**config.mk**
```make
export PLATFORM = sky130hd
export DESIGN_NAME = fu_beq_sched
export DESIGN_NICKNAME = d
export VERILOG_FILES = /design/src/rtl/sys_defs.sv /design/src/rtl/rob_age_pick.sv /design/src/rtl/fu_beq_sched.sv
export SDC_FILE = /design/constraint.sdc
export NUM_CORES = 1
export LEC_CHECK = 0
export ABC_AREA = 1
export BUFFER_PORTS_ARGS = -buffer_cell sky130_fd_sc_hd__buf_2
export CORE_ASPECT_RATIO = 0.9
export CORE_UTILIZATION = 45
export CTS_BUF_LIST = sky130_fd_sc_hd__clkbuf_8
export DETAILED_ROUTE_END_ITERATION = 7
export PLACE_DENSITY = 0.8
export SETUP_SLACK_MARGIN = 0.15
export SLEW_MARGIN = 25
export SYNTH_ARGS = -nofsm -noshare
export SYNTH_HDL_FRONTEND = slang
export SYNTH_SLANG_ARGS = --single-unit
```
**constraint.sdc**
```tcl
create_clock -name clock -period 4.7 [get_ports clock]
set_input_delay 0.235 -clock clock [delete_from_list [all_inputs] [get_ports clock]]
set_output_delay 0.235 -clock clock [all_outputs]
set_load 0.05 [all_outputs]
```
**src/rtl/sys_defs.sv**
```systemverilog
// Shared core definitions: ROB geometry and functional-unit scheduler state encoding.
package sys_defs;

  localparam int SYS_ROB_IDX_W = 5;
  localparam int SYS_ROB_DEPTH = 1 << SYS_ROB_IDX_W;

  typedef enum logic {
    FUS_IDLE = 1'b0,
    FUS_BUSY = 1'b1
  } fus_state_e;

endpackage

```
**src/rtl/rob_age_pick.sv**
```systemverilog
// Picks the oldest eligible request by ROB age relative to the head (wrap-aware).
// Ties go to the lower slot index. Purely combinational.
module rob_age_pick #(
  parameter int NUM_REQ   = 2,
  parameter int ROB_IDX_W = 5
) (
  input  logic [NUM_REQ-1:0]           eligible,
  input  logic [NUM_REQ*ROB_IDX_W-1:0] tags,
  input  logic [ROB_IDX_W-1:0]         head,
  output logic [NUM_REQ-1:0]           winner_oh,
  output logic                         any_valid
);

  logic [ROB_IDX_W-1:0] age;
  logic [ROB_IDX_W-1:0] best_age;

  // NOTE: blocking assignments are correct here: this is combinational logic
  // where each loop iteration must see the previous iteration's best_age.
  always_comb begin
    winner_oh = '0;
    any_valid = 1'b0;
    best_age  = '0;
    age       = '0;
    for (int i = 0; i < NUM_REQ; i++) begin
      // Modular subtraction makes the age wrap-aware around the ROB end.
      age = tags[i*ROB_IDX_W +: ROB_IDX_W] - head;
      if (eligible[i] && (!any_valid || age < best_age)) begin
        winner_oh    = '0;
        winner_oh[i] = 1'b1;
        best_age     = age;
        any_valid    = 1'b1;
      end
    end
  end

endmodule

```
**src/rtl/fu_beq_sched.sv**
```systemverilog
// Issue scheduler for the branch FU: oldest-ready pick, busy tracking with
// back-to-back issue, squash recovery and a watchdog for a hung FU.
module fu_beq_sched
  import sys_defs::*;
#(
  parameter int NUM_REQ   = 2,
  parameter int ROB_IDX_W = SYS_ROB_IDX_W,
  parameter int TIMEOUT   = 64
) (
  input  logic                         clock,
  input  logic                         reset,
  input  logic                         squash,
  input  logic [NUM_REQ-1:0]           req_valid,
  input  logic [NUM_REQ-1:0]           req_ready,
  input  logic [NUM_REQ*ROB_IDX_W-1:0] req_rob_idx,
  input  logic [ROB_IDX_W-1:0]         rob_head,
  input  logic                         fu_done,
  output logic [NUM_REQ-1:0]           grant,
  output logic                         fu_issue,
  output logic                         fu_busy,
  output logic [ROB_IDX_W-1:0]         issued_rob_idx,
  output logic                         proto_err,
  output logic [15:0]                  issue_cnt
);

  localparam int TMR_W = (TIMEOUT > 1) ? $clog2(TIMEOUT) : 1;
  localparam logic [TMR_W-1:0] TMR_MAX = TMR_W'(TIMEOUT - 1);

  fus_state_e           state_q, state_d;
  logic [TMR_W-1:0]     timer_q, timer_d;
  logic [ROB_IDX_W-1:0] issued_rob_idx_q, issued_rob_idx_d;
  logic                 proto_err_q, proto_err_d;
  logic [15:0]          issue_cnt_q, issue_cnt_d;

  logic [NUM_REQ-1:0]   pick_oh;
  logic                 pick_any;
  logic                 can_issue;
  logic [ROB_IDX_W-1:0] issue_tag;

  rob_age_pick #(
    .NUM_REQ  (NUM_REQ),
    .ROB_IDX_W(ROB_IDX_W)
  ) u_pick (
    .eligible (req_valid & req_ready),
    .tags     (req_rob_idx),
    .head     (rob_head),
    .winner_oh(pick_oh),
    .any_valid(pick_any)
  );

  // The FU is free now, or frees this cycle (back-to-back issue).
  assign can_issue = !reset && !squash && ((state_q == FUS_IDLE) || fu_done);
  assign grant     = can_issue ? pick_oh : '0;
  assign fu_issue  = can_issue && pick_any;

  always_comb begin
    issue_tag = '0;
    for (int i = 0; i < NUM_REQ; i++) begin
      if (pick_oh[i]) issue_tag = req_rob_idx[i*ROB_IDX_W +: ROB_IDX_W];
    end
  end

  always_comb begin
    state_d          = state_q;
    timer_d          = timer_q;
    issued_rob_idx_d = issued_rob_idx_q;
    proto_err_d      = proto_err_q;
    issue_cnt_d      = issue_cnt_q;

    if (fu_issue) issue_cnt_d = issue_cnt_q + 16'd1;

    if (squash) begin
      state_d          = FUS_IDLE;
      timer_d          = '0;
      issued_rob_idx_d = '0;
    end else begin
      unique case (state_q)
        FUS_IDLE: begin
          timer_d = '0;
          if (fu_done) proto_err_d = 1'b1;
          if (fu_issue) begin
            state_d          = FUS_BUSY;
            issued_rob_idx_d = issue_tag;
          end
        end
        FUS_BUSY: begin
          if (fu_issue) begin
            timer_d          = '0;
            issued_rob_idx_d = issue_tag;
          end else if (fu_done) begin
            state_d = FUS_IDLE;
            timer_d = '0;
          end else if (timer_q == TMR_MAX) begin
            state_d     = FUS_IDLE;
            timer_d     = '0;
            proto_err_d = 1'b1;
          end else begin
            timer_d = timer_q + 1'b1;
          end
        end
        default: state_d = FUS_IDLE;
      endcase
    end
  end

  // NOTE: sequential state uses non-blocking assignments so every flop
  // samples its _d value from before the edge.
  always_ff @(posedge clock) begin
    if (reset) begin
      state_q          <= FUS_IDLE;
      timer_q          <= '0;
      issued_rob_idx_q <= '0;
      proto_err_q      <= 1'b0;
      issue_cnt_q      <= '0;
    end else begin
      state_q          <= state_d;
      timer_q          <= timer_d;
      issued_rob_idx_q <= issued_rob_idx_d;
      proto_err_q      <= proto_err_d;
      issue_cnt_q      <= issue_cnt_d;
    end
  end

  assign fu_busy        = (state_q == FUS_BUSY);
  assign issued_rob_idx = issued_rob_idx_q;
  assign proto_err      = proto_err_q;
  assign issue_cnt      = issue_cnt_q;

endmodule

```
After elaboration in Yosys (flattened, before gate mapping) --
Cells that the tools add are included.
Cells by class: add/sub/neg operators 4, muxes and demuxes 23, bitwise gates (word level) 3, eq/ne operators 5, $lt $le $gt $ge 1, reduce and logical (&&, ||, !) cells 11
Operators by type and width (number):
- $mux 5 | 4
- $mux 6 | 3
- $add 16x1->16 const B | 1
- $pmux 6 s2 | 1
- $mux 1 | 11
- $sub 5x5->5 | 2
- $add 6x1->6 const B | 1
- $eq 6x6->1 const B | 1
- $ne 2x2->1 const B | 3
- $lt 5x5->1 | 1
- $reduce_and 5->1 | 1
- $logic_and 1x1->1 | 4
- $mux 2 | 2
- $pmux 1 s2 | 2
- $logic_not 1->1 | 3
- $and 2x2->2 | 1
- $logic_or 1x1->1 | 2
- $ne 2x1->1 const B | 1
- $not 1->1 | 2
- $reduce_or 2->1 | 1
Storage, ports and cells: output and inout bits 26, flip-flop bits (word level) 29, bits of input ports 23

Logic depth before layout (Yosys ltp) --
Gate-level depths: netlist of run 1.
word-level depth 9, mapped depth 20, depth with buffers taken out 20

Hierarchy --
A second synthesis of run 1 with hierarchy kept.
Second synthesis, totals: cells, all modules 270, area total of the unflattened synthesis 1884.3 um^2
By module, submodules not included:
- fu_beq_sched | area each 1425.1 um^2, times used 1, cells each 197
- rob_age_pick | area each 459.2 um^2, times used 1, cells each 73

Worst setup path after synthesis of run 1 --
No wires, ideal clock.
path kind input port to output port, start point in req_rob_idx[0], end point out grant[1], path slack 1242 ps, stages on the path 17, data required time 4465 ps, arrival 3223 ps, cell sequence inv_1 > ha_1 > inv_1 > fa_1 > nand2_1 > nand2_1 > a21oi_1 > inv_1 > a21oi_1 > o21ai_0 > ha_1 > nand2_1 > inv_1 > a21oi_1 > nand2_1 > nand2_1 > nor3b_1
On the way: word-level cells in the longest chain between the ends 7
RTL lines:
- start: declaration | RTL line fu_beq_sched.sv:15 | input logic [NUM_REQ*ROB_IDX_W-1:0] req_rob_idx,
- $sub 5x5->5 | RTL line rob_age_pick.sv:26 | age = tags[i*ROB_IDX_W +: ROB_IDX_W] - head;
- $mux 5 | RTL line rob_age_pick.sv:27 | if (eligible[i] && (!any_valid || age < best_age)) begin
- $lt 5x5->1 | RTL line rob_age_pick.sv:27
- $logic_or 1x1->1 | RTL line rob_age_pick.sv:27
- $logic_and 1x1->1 | RTL line rob_age_pick.sv:27
- $mux 2 | RTL line rob_age_pick.sv:27
- $mux 2 | RTL line fu_beq_sched.sv:53 | assign grant = can_issue ? pick_oh : '0;
- end: declaration | RTL line fu_beq_sched.sv:18 | output logic [NUM_REQ-1:0] grant,
Every way passes these cells.

Worst setup path after layout of run 1 --
start point in req_rob_idx[0], end point out grant[0]
The elaborated chain is that of the path after synthesis.

==> impl_metrics.csv, run 1 <==
group,metric,value,unit
outcome,outcome,"complete, but fails checks",
outcome,violations,"design-rule violations",
critical_path,cp.depth,19,
timing,skew,0.002847,ns
routing,drtAntennaViolNets,0,
clock_tree,root_buffer,"clkbuf_8",
global_routing,grt_max_degree,20,
routing,drc,2,
routing,vias,1866,
synthesis,yosys-top-cells-area,"dfxtp_1 (30%), nand2_1 (12%), ha_1 (9.2%), nor2_1 (7.9%), inv_1 (7.7%)",
critical_path,slowest_stage,"fa_1",
synthesis,syn_area,1911,µm²
synthesis,synthMuxAreaShare,0,%
placement,dp_hpwl,3362,µm
min_path,hold_depth,5,
routing,wirelength,4300,µm
synthesis,synth_compound_area_share,11.20,%
clock_tree,cts.repair.resized,0,
clock_tree,cts_buffer_depth,2,
global_routing,grt_overflow,0,
routing,viasPerCell,4.976,
floorplanning,fp.dieArea,4511,µm²
synthesis,synth_cells,273,
synthesis,yosysUniqueCellTypes,31,
global_routing,grt_use_total,20.67,%
placement,port_buffers,48,
global_routing,antenna_found_initial,0,
timing,tns,0,ns
run,cap_violations,0,
timing,rsz0062_at_grt,"false",
critical_path,endpoint_kind,"output pin",
critical_path,cp-start-kind,"input port",
synthesis,synthArstFlopShare,0,%
clock_tree,clk-insertion-delay-late,0.27,ns
global_routing,grt_first_pass_wirelength,7424,µm
timing,max_freq,0.3255,GHz
floorplanning,coreArea,4074,µm²
clock_tree,cts_tree,"built",
floorplanning,start_util,46.90,%
clock_tree,cts_setup_buffers,0,
timing,holdWs,0.3091,ns
synthesis,synthAdderAreaFrac,11.26,%
routing,drt_iter0_drc,122,
critical_path,path_buf_inv,6,
final_layout,postLayoutCoreUtil,56.66,%
floorplanning,die_h,63.82,µm
power,power_density,275.9,nW/µm²
final_layout,nNetsFinal,365,
routing,wl_per_cell,11.47,µm
power,p_leak,1.127,nW
synthesis,synth.most_common_cell,"nand2_1",
timing,min_period_over_period,65.37,%
critical_path,crit_path_max_fanout,6,
clock_tree,clkSlewWorstSetupHoldPaths,0.06,ns
min_path,hold_path_class,"in -> reg",
final_layout,n_fill_cell,393,
final_layout,n_antenna_cell,0,
power,ir_drop,217.0,µV
timing,relSlewSlack,68.58,%
synthesis,synth_ff_type,"dfxtp_1",
clock_tree,ctsHoldBuffers,0,
floorplanning,die_w,70.69,µm
synthesis,syn_area_per_cell,6.998,µm²
synthesis,synth_top_family_by_area,"simple AND/OR/NAND/NOR gates",
synthesis,synth_edf_count,0,
clock_tree,cts_buffers,5,
synthesis,synthTopCellsByCount,"nand2_1 (61), nor2_1 (40), inv_1 (39)",
clock_tree,h-tree-depth,2,
clock_tree,cts_sinks,29,
timing,slew_viol_final,0,
timing,setup_viol,0,
critical_path,slowest_delay,0.40,ns
timing,hold_viol_final,0,
critical_path,worst-setup-path-type,"in -> out",
synthesis,yosysTopAreaCellShare,30.39,%
critical_path,crit_path_cell_trace,"buf_2, inv_1, ha_1, inv_1, fa_1, nand2_1, nand2_1, a21oi_1, inv_1, a21oi_1, o21ai_0, ha_1, nand2_1, inv_1, a21oi_1, nand2_1, o21bai_1, nor2_1, buf_2",
routing,drtPass1Iterations,6,
critical_path,crit_arrival,2.84,ns
synthesis,ys_seq_area_share,30.39,%
synthesis,synth-xor-area-share,4.126,%
floorplanning,ios,49,
synthesis,yosysTopAreaCell,"dfxtp_1",
final_layout,synthToLayoutAreaGrowth,20.82,%
critical_path,required,4.47,ns
synthesis,syn_nets,312,
placement,place_congestion,0.8737,
critical_path,r2r_cells,8,
critical_path,critical-path-top-delay-family,"compound AO/OA/AOI/OAI gates",
synthesis,synth-seq-cells,29,
synthesis,ys.warnings.count,0,
global_routing,grt_pass1_vias,1630,
timing,tightest_slew,0.4704,ns
final_layout,drive_above_1_share,20.49,%
synthesis,synthSimpleGateAreaFrac,34.38,%
floorplanning,rows,22,
timing,min_period,3.073,ns
stage by stage:
| step | total power [mW] | worst slack, ns | area, µm² | instances |
|---|---|---|---|---|
| 2_1_floorplan | 0.3479 | 1.242 | 1911 | 273 |
| 6_report | 0.6369 | 1.627 | 2308 | 375 |
| 4_1_cts | 0.6413 | 1.625 | 2308 | 375 |
| 3_5_place_dp | 0.3795 | 1.631 | 2192 | 367 |
| 3_3_place_gp | 0.3769 | 1.669 | 2192 | 367 |
| 5_1_grt | 0.6712 | 1.321 | 2308 | 375 |
worst register-to-register path: cells and delay by family, from the launching register on:
kind,cells,cell delay (ns)
AND/OR/NAND/NOR,6,0.82
flip-flops,1,0.40
adder cells (fa/ha/maj),1,0.20
AO/OA/AOI/OAI,1,0.13
routing by layer:
metal	track usage (%)	share of wire, %	up-vias
met5	0	0	-
met4	6.250	0.93	0
met3	5.205	6.0	5
met2	31.97	44	48
met1	28.40	49	829
li1	-	-	984
power breakdown:
group	internal, mW	switching (mW)	total, mW	leakage (nW)
Combinational	0.0433	0.0790	0.122	0.830
Sequential	0.250	0.00279	0.253	0.235
Clock	0.170	0.0917	0.262	0.0626
final cells by class:
class                           count  area [µm²]  share of cell area (%)
Inverter                           39       146.4                   6.341
Clock buffer                        6       82.58                   3.577
Timing Repair Buffer               48       240.2                   10.41
Tap cell                           48       60.06                   2.602
Sequential cell                    29       580.6                   25.15
Clock inverter                      2       33.78                   1.463
Multi-Input combinational cell    203        1165                   50.46
placed cells by master (no fill, tap or decap):
master,n
dfxtp_1,29
o31ai_2,1
or2_2,1
nand3_1,13
xnor2_1,3
o21ai_0,8
nor2_1,40
xor2_1,6
o21ai_1,5
a21o_1,1
nor3_1,7
nor3_2,1
nor2_4,1
nand2_1,61
buf_2,48
nand2_4,2
clkbuf_8,6
bufinv_16,1
nor3b_1,3
nand3_2,1
a22oi_1,1
inv_1,40
nand3_4,1
nor2_8,2
a211oi_1,1
a21oi_1,20
a31oi_1,1
ha_1,14
fa_1,2
nor2_2,2
nand4_1,4
o21bai_1,1
flip-flops by register name, summed over array words and instances (netlist names):
register        count
issue_cnt          16
timer_q             6
issued_rob_idx      5
fu_busy             1
proto_err           1
kinds of logic after synthesis:
logic type / count (synthesis)
xor+xnor: 9
buf+inv: 41
flops: 29
simple gates: 139
fa+ha+maj: 16
compound gates: 39
worst paths after layout:
path | slack (ns) | endpoint | startpoint
worst min register to register | 0.48 | timer_q[0]$_SDFF_PP0_ | timer_q[0]$_SDFF_PP0_
worst max-delay path | 1.63 | grant[0] | req_rob_idx[0]
worst min-delay path | 0.31 | issued_rob_idx[3]$_SDFFE_PN0P_ | req_rob_idx[8]
worst max register to register | 3.05 | issue_cnt[10]$_SDFFE_PP0P_ | issue_cnt[0]$_SDFFE_PP0P_
No activity file was read; power rests on OpenSTA's default activity.
==> inputs of run 2 (changes only) <==
- ABC_AREA: 1 -> 0
- PLACE_DENSITY: 0.8 -> 0.83
- clock period: 4.7 -> 2.7 ns (I/O delays scaled with it)
==> impl_metrics.csv, run 2 <==
group,metric,value,unit
outcome,outcome,"finished clean",
global_routing,grt_first_pass_wirelength,6630,µm
power,clkPwrFrac,32.4,%
timing,max_freq,0.3881,GHz
clock_tree,clk-insertion-delay-late,0.28,ns
final_layout,n_antenna_cell,0,
power,switching_power,0.2996,mW
power,ir_drop,278.1,µV
critical_path,required,2.57,ns
timing,rsz0062_at_grt,"true",
synthesis,synth-seq-cells,29,
floorplanning,rows,20,
routing,drtPass1Iterations,4,
routing,vias,1615,
synthesis,yosysUniqueCellTypes,36,
synthesis,syn_nets,244,
critical_path,path_buf_inv,4,
floorplanning,die_h,60.70,µm
global_routing,grt_max_degree,20,
final_layout,final_common_cell,"buf_2",
synthesis,synthArstFlopShare,0,%
global_routing,antenna_found_initial,0,
final_layout,post-route-cell-area,2242,µm²
synthesis,ys.warnings.count,0,
clock_tree,root_buffer,"clkbuf_8",
clock_tree,h-tree-depth,2,
power,power.internal,0.7227,mW
final_layout,final_cell_mix,"buf_2 (45), dfxtp_1 (29), nor2_1 (23)",
placement,dp_hpwl,3060,µm
synthesis,synthTopCellsByCount,"dfxtp_1 (29), nor2_1 (23), nand2_1 (18)",
floorplanning,die_w,67.23,µm
run,cap_violations,0,
min_path,hold_path_class,"in -> reg",
global_routing,grt_use_total,22.08,%
routing,viasPerCell,5.261,
timing,skew,0.004774,ns
timing,relSlewSlack,69.13,%
synthesis,yosysTopAreaCell,"dfxtp_1",
synthesis,syn_area,1723,µm²
synthesis,synth.most_common_cell,"dfxtp_1",
routing,drc,0,
global_routing,grt_overflow,0,
floorplanning,coreArea,3503,µm²
critical_path,crit_path_max_fanout,2,
placement,dpl_cell_area,2069,µm²
final_layout,nNetsFinal,301,
final_layout,drive_above_1_share,31.56,%
clock_tree,cts_sinks,29,
timing,min_period,2.577,ns
clock_tree,ctsHoldBuffers,0,
clock_tree,cts_buffer_depth,2,
synthesis,yosys-top-cells-area,"dfxtp_1 (34%), ha_1 (10%), xnor2_1 (7.6%), nor2_1 (5.0%), nand2_1 (3.9%)",
clock_tree,cts_buffers,5,
routing,wirelength,4005,µm
floorplanning,start_util,49.18,%
clock_tree,clkSlewWorstSetupHoldPaths,0.06,ns
placement,port_buffers,48,
power,switching_share,29.31,%
synthesis,syn_area_per_cell,8.404,µm²
power,p_leak,0.9944,nW
routing,wl_per_cell,13.05,µm
critical_path,crit_path_cell_trace,"buf_8, inv_4, ha_4, inv_4, fa_2, a21o_1, a21oi_2, xnor2_1, nand2_1, ha_4, a21oi_4, o21ai_2, a41oi_2, and3_4, buf_8",
timing,setup_viol,0,
synthesis,synth_cells,205,
critical_path,crit_arrival,2.44,ns
routing,drtAntennaViolNets,0,
floorplanning,ios,49,
synthesis,ys_seq_area_share,33.70,%
critical_path,worst-setup-path-type,"in -> out",
clock_tree,cts_tree,"built",
timing,hold_viol_final,0,
routing,drt_iter0_drc,77,
power,combPwrFrac,24.7,%
timing,tightest_slew,0.4614,ns
placement,place_congestion,0.9523,
global_routing,grt_pass1_vias,1537,
power,power_density,455.9,nW/µm²
power,pwr-share-seq,42.8,%
timing,holdWs,0.08423,ns
timing,tns,0,ns
final_layout,largest_reg_flops,16,
critical_path,cp-start-kind,"input port",
final_layout,layoutNonFillerInstCount,307,
critical_path,slowest_stage,"fa_2",
synthesis,synth_ff_type,"dfxtp_1",
synthesis,yosysTopAreaCellShare,33.70,%
critical_path,critical-path-top-delay-family,"adder cells",
final_layout,synthToLayoutAreaGrowth,30.14,%
synthesis,synth_edf_count,0,
critical_path,endpoint_kind,"output pin",
floorplanning,fp.dieArea,4081,µm²
timing,min_period_over_period,95.44,%
timing,slew_viol_final,0,
critical_path,slowest_delay,0.38,ns
placement,dp_cells,297,
-- run 2: cell families (layout without fill, tap and decap cells) --
kind of cell	Yosys count	in the layout	synth area share, %
compound gates	41	41	15.11
xor+xnor	21	21	10.68
fa+ha+maj	16	16	12.49
buf+inv	20	78	5.010
flops	29	29	33.70
simple gates	78	78	23.02
-- run 2: area by class of cell --
| class | count | area (µm²) |
|---|---|---|
| Sequential cell | 29 | 580.6 |
| Clock buffer | 5 | 68.82 |
| Tap cell | 44 | 55.05 |
| Clock inverter | 3 | 13.76 |
| Inverter | 12 | 50.05 |
| Timing Repair Buffer | 58 | 341.6 |
| Multi-Input combinational cell | 156 | 1132 |
| Fill cell | 306 | 1261 |
-- run 2: power by group through the flow --
stage / Sequential, mW / Combinational (mW) / Clock, mW
2_1_floorplan: 0.467 / 0.129 / 0
3_3_place_gp: 0.447 / 0.215 / 0
3_5_place_dp: 0.447 / 0.221 / 0
4_1_cts: 0.438 / 0.227 / 0.344
5_1_grt: 0.439 / 0.277 / 0.365
6_report: 0.438 / 0.253 / 0.332
-- run 2: path summary, 6_finish.rpt --
check	to	start	slack, ns	cells past startpoint
worst max-delay path	grant[1]	req_rob_idx[0]	0.12	15
worst min-delay path	issued_rob_idx[0]$_SDFFE_PN0P_	req_rob_idx[0]	0.08	2
worst max register to register	issue_cnt[7]$_SDFFE_PP0P_	fu_busy$_SDFF_PN0_	0.86	4
worst min register to register	timer_q[0]$_SDFF_PP0_	timer_q[0]$_SDFF_PP0_	0.45	1
-- run 2: metrics by stage --
stage                     util [%]  power [mW]  setup WS [ns]
after floorplan                  -      0.5958         0.1614
after global placement       59.07      0.6619       -0.07018
after detailed placement     59.07      0.6683        -0.1881
after CTS                    62.36       1.009        0.08185
after global routing         64.00       1.081        0.01627
final                        64.00       1.022         0.1231
-- run 2: metal layers --
metal / vias to the layer above / GRT usage [%] / share of wire, %
met5: - / 0 / 0
met4: 0 / 6.991 / 1.1
met3: 6 / 8.083 / 4.8
met2: 42 / 33.29 / 46
met1: 742 / 29.32 / 48
li1: 825 / - / -
-- run 2: repair_timing --
item / 4_1_cts / 5_1_grt
endpoints found under the setup margin: 2 / 7
gates resized for setup: 7 / 14
buffers inserted: 2 / 0
pin swaps: 3 / 9
